## config.mk

```make
export PLATFORM = sky130hd
export DESIGN_NAME = mult_rr_scheduler
export DESIGN_NICKNAME = d
export VERILOG_FILES = /design/src/rtl/mult_sched_pkg.sv /design/src/rtl/array_multiplier.sv /design/src/rtl/rr_arbiter.sv /design/src/rtl/mult_rr_scheduler.sv
export SDC_FILE = /design/constraint.sdc
export NUM_CORES = 1
export LEC_CHECK = 0
export BUFFER_PORTS_ARGS = -buffer_cell sky130_fd_sc_hd__clkbuf_2
export CELL_PAD_IN_SITES_DETAIL_PLACEMENT = 1
export CELL_PAD_IN_SITES_GLOBAL_PLACEMENT = 1
export CORE_MARGIN = 1.5
export CORE_UTILIZATION = 45
export DETAILED_ROUTE_END_ITERATION = 16
export HOLD_SLACK_MARGIN = 0.02
export PLACE_DENSITY = 0.86
export SLEW_MARGIN = 20
export SYNTH_ARGS = -nofsm -noshare
export SYNTH_HDL_FRONTEND = slang
export SYNTH_HIERARCHICAL = 1
export SYNTH_SLANG_ARGS = --single-unit
export TNS_END_PERCENT = 10
```

## constraint.sdc

```tcl
create_clock -name clk -period 12.4 [get_ports clk]
set_clock_uncertainty 0.05 [all_clocks]
set_input_delay 2.48 -clock clk [delete_from_list [all_inputs] [get_ports clk]]
set_output_delay 2.48 -clock clk [all_outputs]
set_load 0.02 [all_outputs]
```

## src/rtl/mult_sched_pkg.sv

```systemverilog
// Shared definitions for the round-robin multiplier scheduler.
//   - default datapath width and requester count
//   - response-register state encoding
//   - helper to size requester IDs
package mult_sched_pkg;

    localparam int unsigned DEFAULT_WIDTH   = 32;
    localparam int unsigned DEFAULT_NUM_REQ = 4;

    // Output register occupancy: EMPTY accepts freely, FULL holds a result.
    typedef enum logic {
        ST_EMPTY = 1'b0,
        ST_FULL  = 1'b1
    } state_e;

    // Minimum ID width able to encode n requesters (at least 1 bit).
    function automatic int unsigned id_width(input int unsigned n);
        return (n <= 1) ? 1 : $clog2(n);
    endfunction

    localparam int unsigned DEFAULT_ID_W = id_width(DEFAULT_NUM_REQ);

endpackage

```

## src/rtl/array_multiplier.sv

```systemverilog
// Shared combinational multiplier datapath.
// Ports:
//   a, b : WIDTH-bit unsigned operands
//   y    : low WIDTH bits of a*b (upper bits discarded)
module array_multiplier #(
    parameter int unsigned WIDTH = 32
) (
    input  logic [WIDTH-1:0] a,
    input  logic [WIDTH-1:0] b,
    output logic [WIDTH-1:0] y
);

    always_comb begin
        y = a * b;
    end

endmodule

```

## src/rtl/rr_arbiter.sv

```systemverilog
// Combinational round-robin arbiter.
// Ports:
//   req       : request vector
//   ptr       : highest-priority index (search starts here, wraps to 0)
//   en        : arbitration enable; no grant while low
//   gnt       : one-hot grant (all zero when nothing granted)
//   gnt_idx   : encoded index of the grant (0 when nothing granted)
//   gnt_valid : a grant was issued this cycle
import mult_sched_pkg::*;

module rr_arbiter #(
    parameter int unsigned NUM_REQ = DEFAULT_NUM_REQ,
    parameter int unsigned ID_W    = DEFAULT_ID_W
) (
    input  logic [NUM_REQ-1:0] req,
    input  logic [ID_W-1:0]    ptr,
    input  logic               en,
    output logic [NUM_REQ-1:0] gnt,
    output logic [ID_W-1:0]    gnt_idx,
    output logic               gnt_valid
);

    int unsigned idx;

    always_comb begin
        gnt       = '0;
        gnt_idx   = '0;
        gnt_valid = 1'b0;
        idx       = 0;
        if (en) begin
            for (int unsigned off = 0; off < NUM_REQ; off++) begin
                idx = (32'(ptr) + off) % NUM_REQ;
                // First hit from ptr upward wins; later hits are ignored.
                if (!gnt_valid && req[idx]) begin
                    gnt[idx]  = 1'b1;
                    gnt_idx   = ID_W'(idx);
                    gnt_valid = 1'b1;
                end
            end
        end
    end

endmodule

```

## src/rtl/mult_rr_scheduler.sv

```systemverilog
// Round-robin scheduler sharing one multiplier among NUM_REQ requesters.
// Ports:
//   clk, rst_n          : clock, asynchronous active-low reset
//   req_valid/req_ready : per-requester handshake (ready is one-hot or zero)
//   req_a, req_b        : packed operands, requester i at [i*WIDTH +: WIDTH]
//   rsp_valid/rsp_ready : response handshake
//   rsp_y, rsp_id       : registered truncated product and issuing requester
//   busy                : response pending or any request outstanding
import mult_sched_pkg::*;

module mult_rr_scheduler #(
    parameter int unsigned WIDTH   = DEFAULT_WIDTH,
    parameter int unsigned NUM_REQ = DEFAULT_NUM_REQ,
    parameter int unsigned ID_W    = DEFAULT_ID_W
) (
    input  logic                     clk,
    input  logic                     rst_n,
    input  logic [NUM_REQ-1:0]       req_valid,
    output logic [NUM_REQ-1:0]       req_ready,
    input  logic [NUM_REQ*WIDTH-1:0] req_a,
    input  logic [NUM_REQ*WIDTH-1:0] req_b,
    output logic                     rsp_valid,
    input  logic                     rsp_ready,
    output logic [WIDTH-1:0]         rsp_y,
    output logic [ID_W-1:0]          rsp_id,
    output logic                     busy
);

    state_e            state_q, state_d;
    logic [WIDTH-1:0]  rsp_y_q, rsp_y_d;
    logic [ID_W-1:0]   rsp_id_q, rsp_id_d;
    logic [ID_W-1:0]   ptr_q, ptr_d;

    logic               can_accept;
    logic [NUM_REQ-1:0] gnt;
    logic [ID_W-1:0]    gnt_idx;
    logic               gnt_valid;
    logic [WIDTH-1:0]   mul_a, mul_b, mul_y;

    assign rsp_valid = (state_q == ST_FULL);
    assign rsp_y     = rsp_y_q;
    assign rsp_id    = rsp_id_q;
    assign busy      = rsp_valid | (|req_valid);

    // A slot opens either when empty or when the held result leaves this cycle.
    assign can_accept = (state_q == ST_EMPTY) | (rsp_ready & rsp_valid);

    rr_arbiter #(
        .NUM_REQ (NUM_REQ),
        .ID_W    (ID_W)
    ) u_arbiter (
        .req       (req_valid),
        .ptr       (ptr_q),
        .en        (can_accept),
        .gnt       (gnt),
        .gnt_idx   (gnt_idx),
        .gnt_valid (gnt_valid)
    );

    assign req_ready = gnt;

    // One-hot AND-OR mux; operands are zero when nothing is granted.
    always_comb begin
        mul_a = '0;
        mul_b = '0;
        for (int unsigned i = 0; i < NUM_REQ; i++) begin
            if (gnt[i]) begin
                mul_a = mul_a | req_a[i*WIDTH +: WIDTH];
                mul_b = mul_b | req_b[i*WIDTH +: WIDTH];
            end
        end
    end

    array_multiplier #(
        .WIDTH (WIDTH)
    ) u_mult (
        .a (mul_a),
        .b (mul_b),
        .y (mul_y)
    );

    always_comb begin
        state_d  = state_q;
        rsp_y_d  = rsp_y_q;
        rsp_id_d = rsp_id_q;
        ptr_d    = ptr_q;
        if (gnt_valid) begin
            // gnt implies req_valid, so a grant is a completed handshake.
            state_d  = ST_FULL;
            rsp_y_d  = mul_y;
            rsp_id_d = gnt_idx;
            ptr_d    = (gnt_idx == ID_W'(NUM_REQ - 1)) ? '0 : gnt_idx + ID_W'(1);
        end else if (rsp_valid && rsp_ready) begin
            state_d = ST_EMPTY;
        end
    end

    always_ff @(posedge clk or negedge rst_n) begin
        if (!rst_n) begin
            state_q  <= ST_EMPTY;
            rsp_y_q  <= '0;
            rsp_id_q <= '0;
            ptr_q    <= '0;
        end else begin
            state_q  <= state_d;
            rsp_y_q  <= rsp_y_d;
            rsp_id_q <= rsp_id_d;
            ptr_q    <= ptr_d;
        end
    end

endmodule

```

==> flow_metrics.py, run 1 <==
metrics = {
    "cts": {
        "cts_buffers": 5,
        "clockRootBuffer": "clkbuf_16",
        "post-cts-setup-buffers": 0,
        "cts_resized": 0,
        "htree_levels": 2,
        "clock_sinks": 37,
        "hold_buffers": 0,
        "clkLatencyLatePin_ns": 0.30,
        "path_clk_slew_ns": 0.06,
        "cts_tree": "done",
        "cts.path.max_buffers": 2,
    },
    "logic_synthesis": {
        "synthArstFlopShare": 1.00,
        "ys.flop_type": "dfrtp_1",
        "yosysWarningCount": 6,
        "synth_top_area_frac": 0.423,
        "synth-edff-count": 0,
        "ys_seq_elements": 37,
        "yosys.area.top_type": "fa_1",
        "ys_seq_area_frac": 0.0479,
        "synthesis.area_sq_mm": 0.0193,
        "yosysUniqueCellTypes": 64,
        "synthTopCellsByArea": "fa_1 42%, and2_1 12%, ha_1 8.5%, inv_1 7.0%, a22oi_1 5.2%",
        "netlist_instances": 2090,
        "avgSynthCellArea_sq_um": 9.25,
        "syn-num-nets": 2892,
    },
    "worst_setup_path": {
        "crit_buf_inv": 8,
        "r2r_start": "ptr_q[1]",
        "critPathTopFamily": "adder cells",
        "crit_start": "req_valid[3]",
        "required_ns": 12.53,
        "critPathKind": "in2reg",
        "crit_slowest_cell": "a32o_2",
        "critPathLaunchType": "input pin",
        "r2r-end": "rsp_y[30]",
        "slowest_delay_ns": 0.71,
        "worstRegToRegCells": 33,
        "worstPathArrival_ns": 11.97,
        "cp-end-kind": "flip-flop",
        "cp_max_fo": 30,
        "ff2ff_setup_slack_ns": 1.39,
        "cp_common_cell": "fa_1",
        "crit_end": "rsp_y[30]",
        "cp.depth": 32,
    },
    "die": {
        "initial_utilization": 0.459,
        "die_x_um": 210,
        "die_area_sq_mm": 0.0442,
        "io_pins": 303,
        "rows": 75,
        "core-area_sq_mm": 0.0421,
        "die_h_um": 210,
    },
    "place": {
        "gp_routability_congestion": 0.966,
        "hpwl_um": 62000,
        "portBuffers": 302,
    },
    "routing": {
        "route.detailed.drc": 0,
        "via_per_inst": 5.70,
        "wl_um": 72600,
        "vias": 16403,
        "drt_iter0_markers": 1181,
        "drt_pre_antenna_iters": 5,
        "wl_per_cell_um": 25.2,
        "postRouteAntennaNets": 0,
    },
    "finish": {
        "area_growth_syn_to_layout_pct": 11.4,
        "drive_gt1_frac": 0.182,
        "fin_nets": 3131,
    },
    "timing": {
        "min_period_over_period": 0.955,
        "hold_violations": 0,
        "max_freq_mhz": 84.4,
        "slew_viol_final": 0,
        "rsz0062_at_grt": "false",
        "final-setup-viol-count": 0,
        "final.min_clock_period_ns": 11.84,
        "worstMarginPinSlew_ns": 0.987,
        "worst_slew_margin_rel": 0.340,
        "fin_tns_setup_ns": 0,
    },
    "status": {
        "status": "finished, final reports clean",
    },
    "min_path": {
        "min_path_cells": 1,
        "hp-class": "reg2reg",
    },
    "grt": {
        "grt_max_degree": 38,
        "grt_pass1_vias": 19248,
        "antenna_found_initial": 10,
        "overflow": 0,
        "grt_pass1_wl_um": 110000,
        "grt_usage": 0.333,
    },
    "run": {
        "max_cap_violations": 0,
    },
}
-- layout make-up --
class	count	area, sq um
Inverter	361	1360
Antenna cell	8	20.0
Clock buffer	5	125
Multi-Input combinational cell	1571	16500
Clock inverter	3	21.3
Timing Repair Buffer	353	1920
Tap cell	539	674
Fill cell	4927	20600
Sequential cell	37	926
-- state kept, by name (all words and copies together), names as in the netlist --
register,flops
ptr_q,2
rsp_id,2
rsp_y,32
rsp_valid,1
-- synth_stat cells (2+ instances only) --
| cell type | instances |
|---|---|
| nand3_1 | 9 |
| a41oi_1 | 2 |
| xor2_1 | 19 |
| nor2b_1 | 10 |
| nor2_1 | 14 |
| mux2_4 | 31 |
| a21oi_1 | 21 |
| o221ai_1 | 2 |
| or3_1 | 2 |
| a32o_1 | 4 |
| fa_1 | 408 |
| nand2b_1 | 5 |
| buf_2 | 31 |
| nand2_1 | 237 |
| ha_1 | 131 |
| a21o_1 | 11 |
| o21a_2 | 2 |
| and3_1 | 2 |
| xnor2_1 | 64 |
| inv_1 | 360 |
| buf_12 | 3 |
| nor3_1 | 2 |
| clkbuf_1 | 84 |
| buf_6 | 2 |
| o21ai_0 | 15 |
| dfrtp_1 | 37 |
| and2_1 | 373 |
| o2111ai_1 | 8 |
| a21o_2 | 4 |
| a211oi_1 | 8 |
| o21a_1 | 8 |
| or2_2 | 4 |
| o21bai_1 | 5 |
| a22oi_1 | 133 |
| o21ai_1 | 2 |
| nor4_1 | 2 |
| mux2_2 | 8 |
-- layer usage --
layer  global-route usage  up-vias  wire length, um
met5                    0        -                0
met4                0.179        0             4030
met3               0.0535      207             4520
met2                0.598      733            37500
met1                0.378     8539            26600
li1                     -     6924                -
-- layout by cell type (no fill, tap or decap), types with 4 or more instances in the layout --
master / count
a211oi_1: 8
nor2_1: 14
o2111ai_1: 8
nand2_1: 237
xor2_1: 19
nand3_1: 9
a22oi_1: 133
a21o_2: 4
xnor2_1: 64
mux2_2: 8
o21bai_1: 5
and2_1: 373
buf_4: 49
o21a_1: 8
mux2_4: 31
inv_1: 360
ha_1: 131
a21o_1: 11
a21oi_1: 20
nor2b_1: 10
nand2b_1: 5
a32o_2: 4
fa_1: 408
clkbuf_2: 301
clkbuf_16: 5
o21ai_0: 15
diode_2: 8
or2_2: 4
dfrtp_1: 37
-- cell families after synthesis --
logic type,share of synthesized area
muxes,0.0335
DFF,0.0479
xor gates and xnor gates,0.0376
buffers and inverters,0.0993
adders and majority gates,0.507
and+or+nand+nor,0.183
AOI/OAI and AO/OA,0.0910
-- how the worst min path moves through the flow --
stage	startpoint	end	slack, ns
after floorplan	ptr_q[0]	ptr_q[0]	0.56
after global placement	rsp_y[6]	rsp_y[6]	0.44
after detailed placement	rsp_y[14]	rsp_y[14]	0.44
after CTS	rsp_y[29]	rsp_y[29]	0.47
after global routing	rsp_y[18]	rsp_y[18]	0.48
final	rsp_y[29]	rsp_y[29]	0.46
-- through the flow --
stage	utilization	hold WS [ns]	std cells	setup slack, ns	instance area [sq um]
global placement	0.507	0.443	2861	0.740	21400
global route	0.511	0.479	2877	0.283	21500
CTS	0.511	0.468	2869	0.682	21500
detailed placement	0.507	0.445	2861	0.375	21400
floorplan	-	0.563	2090	1.33	19300
finish	0.511	0.461	2877	0.558	21500
-- worst reg2reg max path, delay by kind of cell (launching register included) --
family | cells | cell delay, ns
AO/OA/AOI/OAI | 7 | 2.09
adder cells (fa/ha/maj) | 10 | 4.62
buffers and inverters | 8 | 0.93
flip-flops | 1 | 0.73
multiplexers | 1 | 0.26
AND/OR/NAND/NOR | 7 | 2.22
Power of run 1 is not shown: default switching activity piles up to over one toggle a cycle in this logic, so the estimate is an artifact.
==> run 2: changes to the inputs <==
==> constraint.sdc (replaced) <==
create_clock -name clk -period 12.4 [get_ports clk]
set_clock_uncertainty 0.05 [all_clocks]
set_input_delay 0.62 -clock clk [delete_from_list [all_inputs] [get_ports clk]]
set_output_delay 0.62 -clock clk [all_outputs]
set_load 0.02 [all_outputs]
==> run 2 against run 1 <==
First-iteration DRC count fell by 14%. Cell count fell by 0.66%. Wire length fell by 6.0%. Die area did not move. Via count fell by 2.3%. Maximum frequency rose by 3.3%. Count of clock-buffer cells in the layout did not move. Cell area fell by 0.59%. Register-to-register slack got worse by 0.45 ns. Sequential cell count did not move. Non-clock buffer count fell by 16. Critical path depth fell by 1. Highest routed layer is now met5.
==> flow_metrics.py, run 2 (same netlist as run 1, synthesis figures left out) <==
metrics = {
    "place": {
        "hpwl_um": 57400,
        "dpl_cell_area_sq_mm": 0.0212,
        "gp_routability_congestion": 0.897,
        "portBuffers": 302,
        "place_ws_ns": 0.939,
    },
    "worst_setup_path": {
        "required_ns": 12.54,
        "slowest_delay_ns": 0.84,
        "r2r-end": "rsp_y[30]",
        "worstRegToRegCells": 31,
        "worstPathArrival_ns": 11.60,
        "r2r_start": "ptr_q[0]",
        "cp-end-kind": "flip-flop",
        "critPathKind": "reg2reg",
        "crit_slowest_cell": "dfrtp_1",
        "ff2ff_setup_slack_ns": 0.94,
        "critPathLaunchType": "flip-flop",
        "cp_max_fo": 27,
        "crit_buf_inv": 6,
        "cp_common_cell": "fa_1",
        "critPathTopFamily": "adder cells",
    },
    "die": {
        "core-area_sq_mm": 0.0421,
        "io_pins": 303,
        "rows": 75,
        "die_h_um": 210,
        "die_x_um": 210,
        "die_area_sq_mm": 0.0442,
        "initial_utilization": 0.459,
    },
    "timing": {
        "slew_viol_final": 0,
        "max_freq_mhz": 87.3,
        "hold_violations": 0,
        "min_period_over_period": 0.924,
        "worstMarginPinSlew_ns": 1.14,
        "setup_slack_ns": 0.941,
        "rsz0062_at_grt": "false",
        "fin_tns_setup_ns": 0,
        "final.min_clock_period_ns": 11.46,
        "final-setup-viol-count": 0,
        "worst_slew_margin_rel": 0.235,
    },
    "cts": {
        "clock_sinks": 37,
        "clockRootBuffer": "clkbuf_16",
        "cts_buffers": 5,
        "cts_resized": 0,
        "htree_levels": 2,
        "cts_tree": "done",
        "hold_buffers": 0,
        "clkLatencyLatePin_ns": 0.31,
        "path_clk_slew_ns": 0.07,
        "post-cts-setup-buffers": 0,
        "cts.path.max_buffers": 2,
    },
    "routing": {
        "postRouteAntennaNets": 0,
        "via_per_inst": 5.61,
        "vias": 16026,
        "drt_iter0_markers": 1017,
        "drt_pre_antenna_iters": 5,
        "route.detailed.drc": 0,
        "wl_per_cell_um": 23.9,
        "wl_um": 68300,
    },
    "min_path": {
        "hp-class": "in2async",
    },
    "finish": {
        "area_growth_syn_to_layout_pct": 10.8,
        "largest_reg_flops": 32,
        "layout_commonest_cell": "fa_1",
        "fin_nets": 3115,
        "utilization": 0.508,
        "final_cell_mix": "408 x fa_1, 373 x and2_1, 360 x inv_1",
        "drive_gt1_frac": 0.176,
        "post-route-cell-area_sq_mm": 0.0214,
    },
    "grt": {
        "grt_pass1_wl_um": 106000,
        "use_met1": 0.365,
        "antenna_found_initial": 6,
        "grt_use_met3": 0.0462,
        "grtUsageMet2": 0.575,
        "grt_pass1_vias": 18954,
        "grt_max_degree": 50,
        "overflow": 0,
        "grt_usage": 0.316,
        "grt_busiest_layer": "met2",
    },
    "status": {
        "status": "finished, final reports clean",
    },
    "run": {
        "max_cap_violations": 0,
    },
}
## run 2: routing by layer
layer	share of wire	vias to the layer above
li1	-	6889
met1	0.38	8333
met2	0.52	621
met3	0.053	179
met4	0.049	4
met5	0.00042	-
## run 2: area by class of cell
cell class / count / area (sq um)
Fill cell: 4970 / 20700
Multi-Input combinational cell: 1571 / 16500
Timing Repair Buffer: 337 / 1790
Inverter: 361 / 1360
Sequential cell: 37 / 926
Tap cell: 539 / 674
Clock buffer: 5 / 125
Clock inverter: 3 / 17.5
Antenna cell: 5 / 12.5
## run 2: how the worst max path moves through the flow
stage,to,cells past startpoint,slack [ns],startpoint
detailed placement,rsp_y[30],30,0.94,ptr_q[0]
CTS,rsp_y[30],30,0.89,ptr_q[0]
floorplan,rsp_y[30],36,2.97,ptr_q[0]
global placement,rsp_y[30],29,1.39,ptr_q[0]
global route,rsp_y[30],31,0.42,ptr_q[0]
finish,rsp_y[30],31,0.94,ptr_q[0]
## run 2: through the flow
step | instances | hold slack, ns
6_report | 2858 | 0.392
4_1_cts | 2852 | 0.464
2_1_floorplan | 2090 | 0.274
3_5_place_dp | 2844 | 0.448
3_3_place_gp | 2844 | 0.444
5_1_grt | 2857 | 0.469
## run 2: worst reg2reg max path: cells and delay by family, from the launching register on
family,cells,cell delay (ns)
AOI/OAI and AO/OA,7,1.88
adders and majority gates,10,5.09
buffers and inverters,6,1.00
DFF,1,0.84
muxes,1,0.25
and+or+nand+nor,7,2.23
Power of run 2 is left out for the same reason.
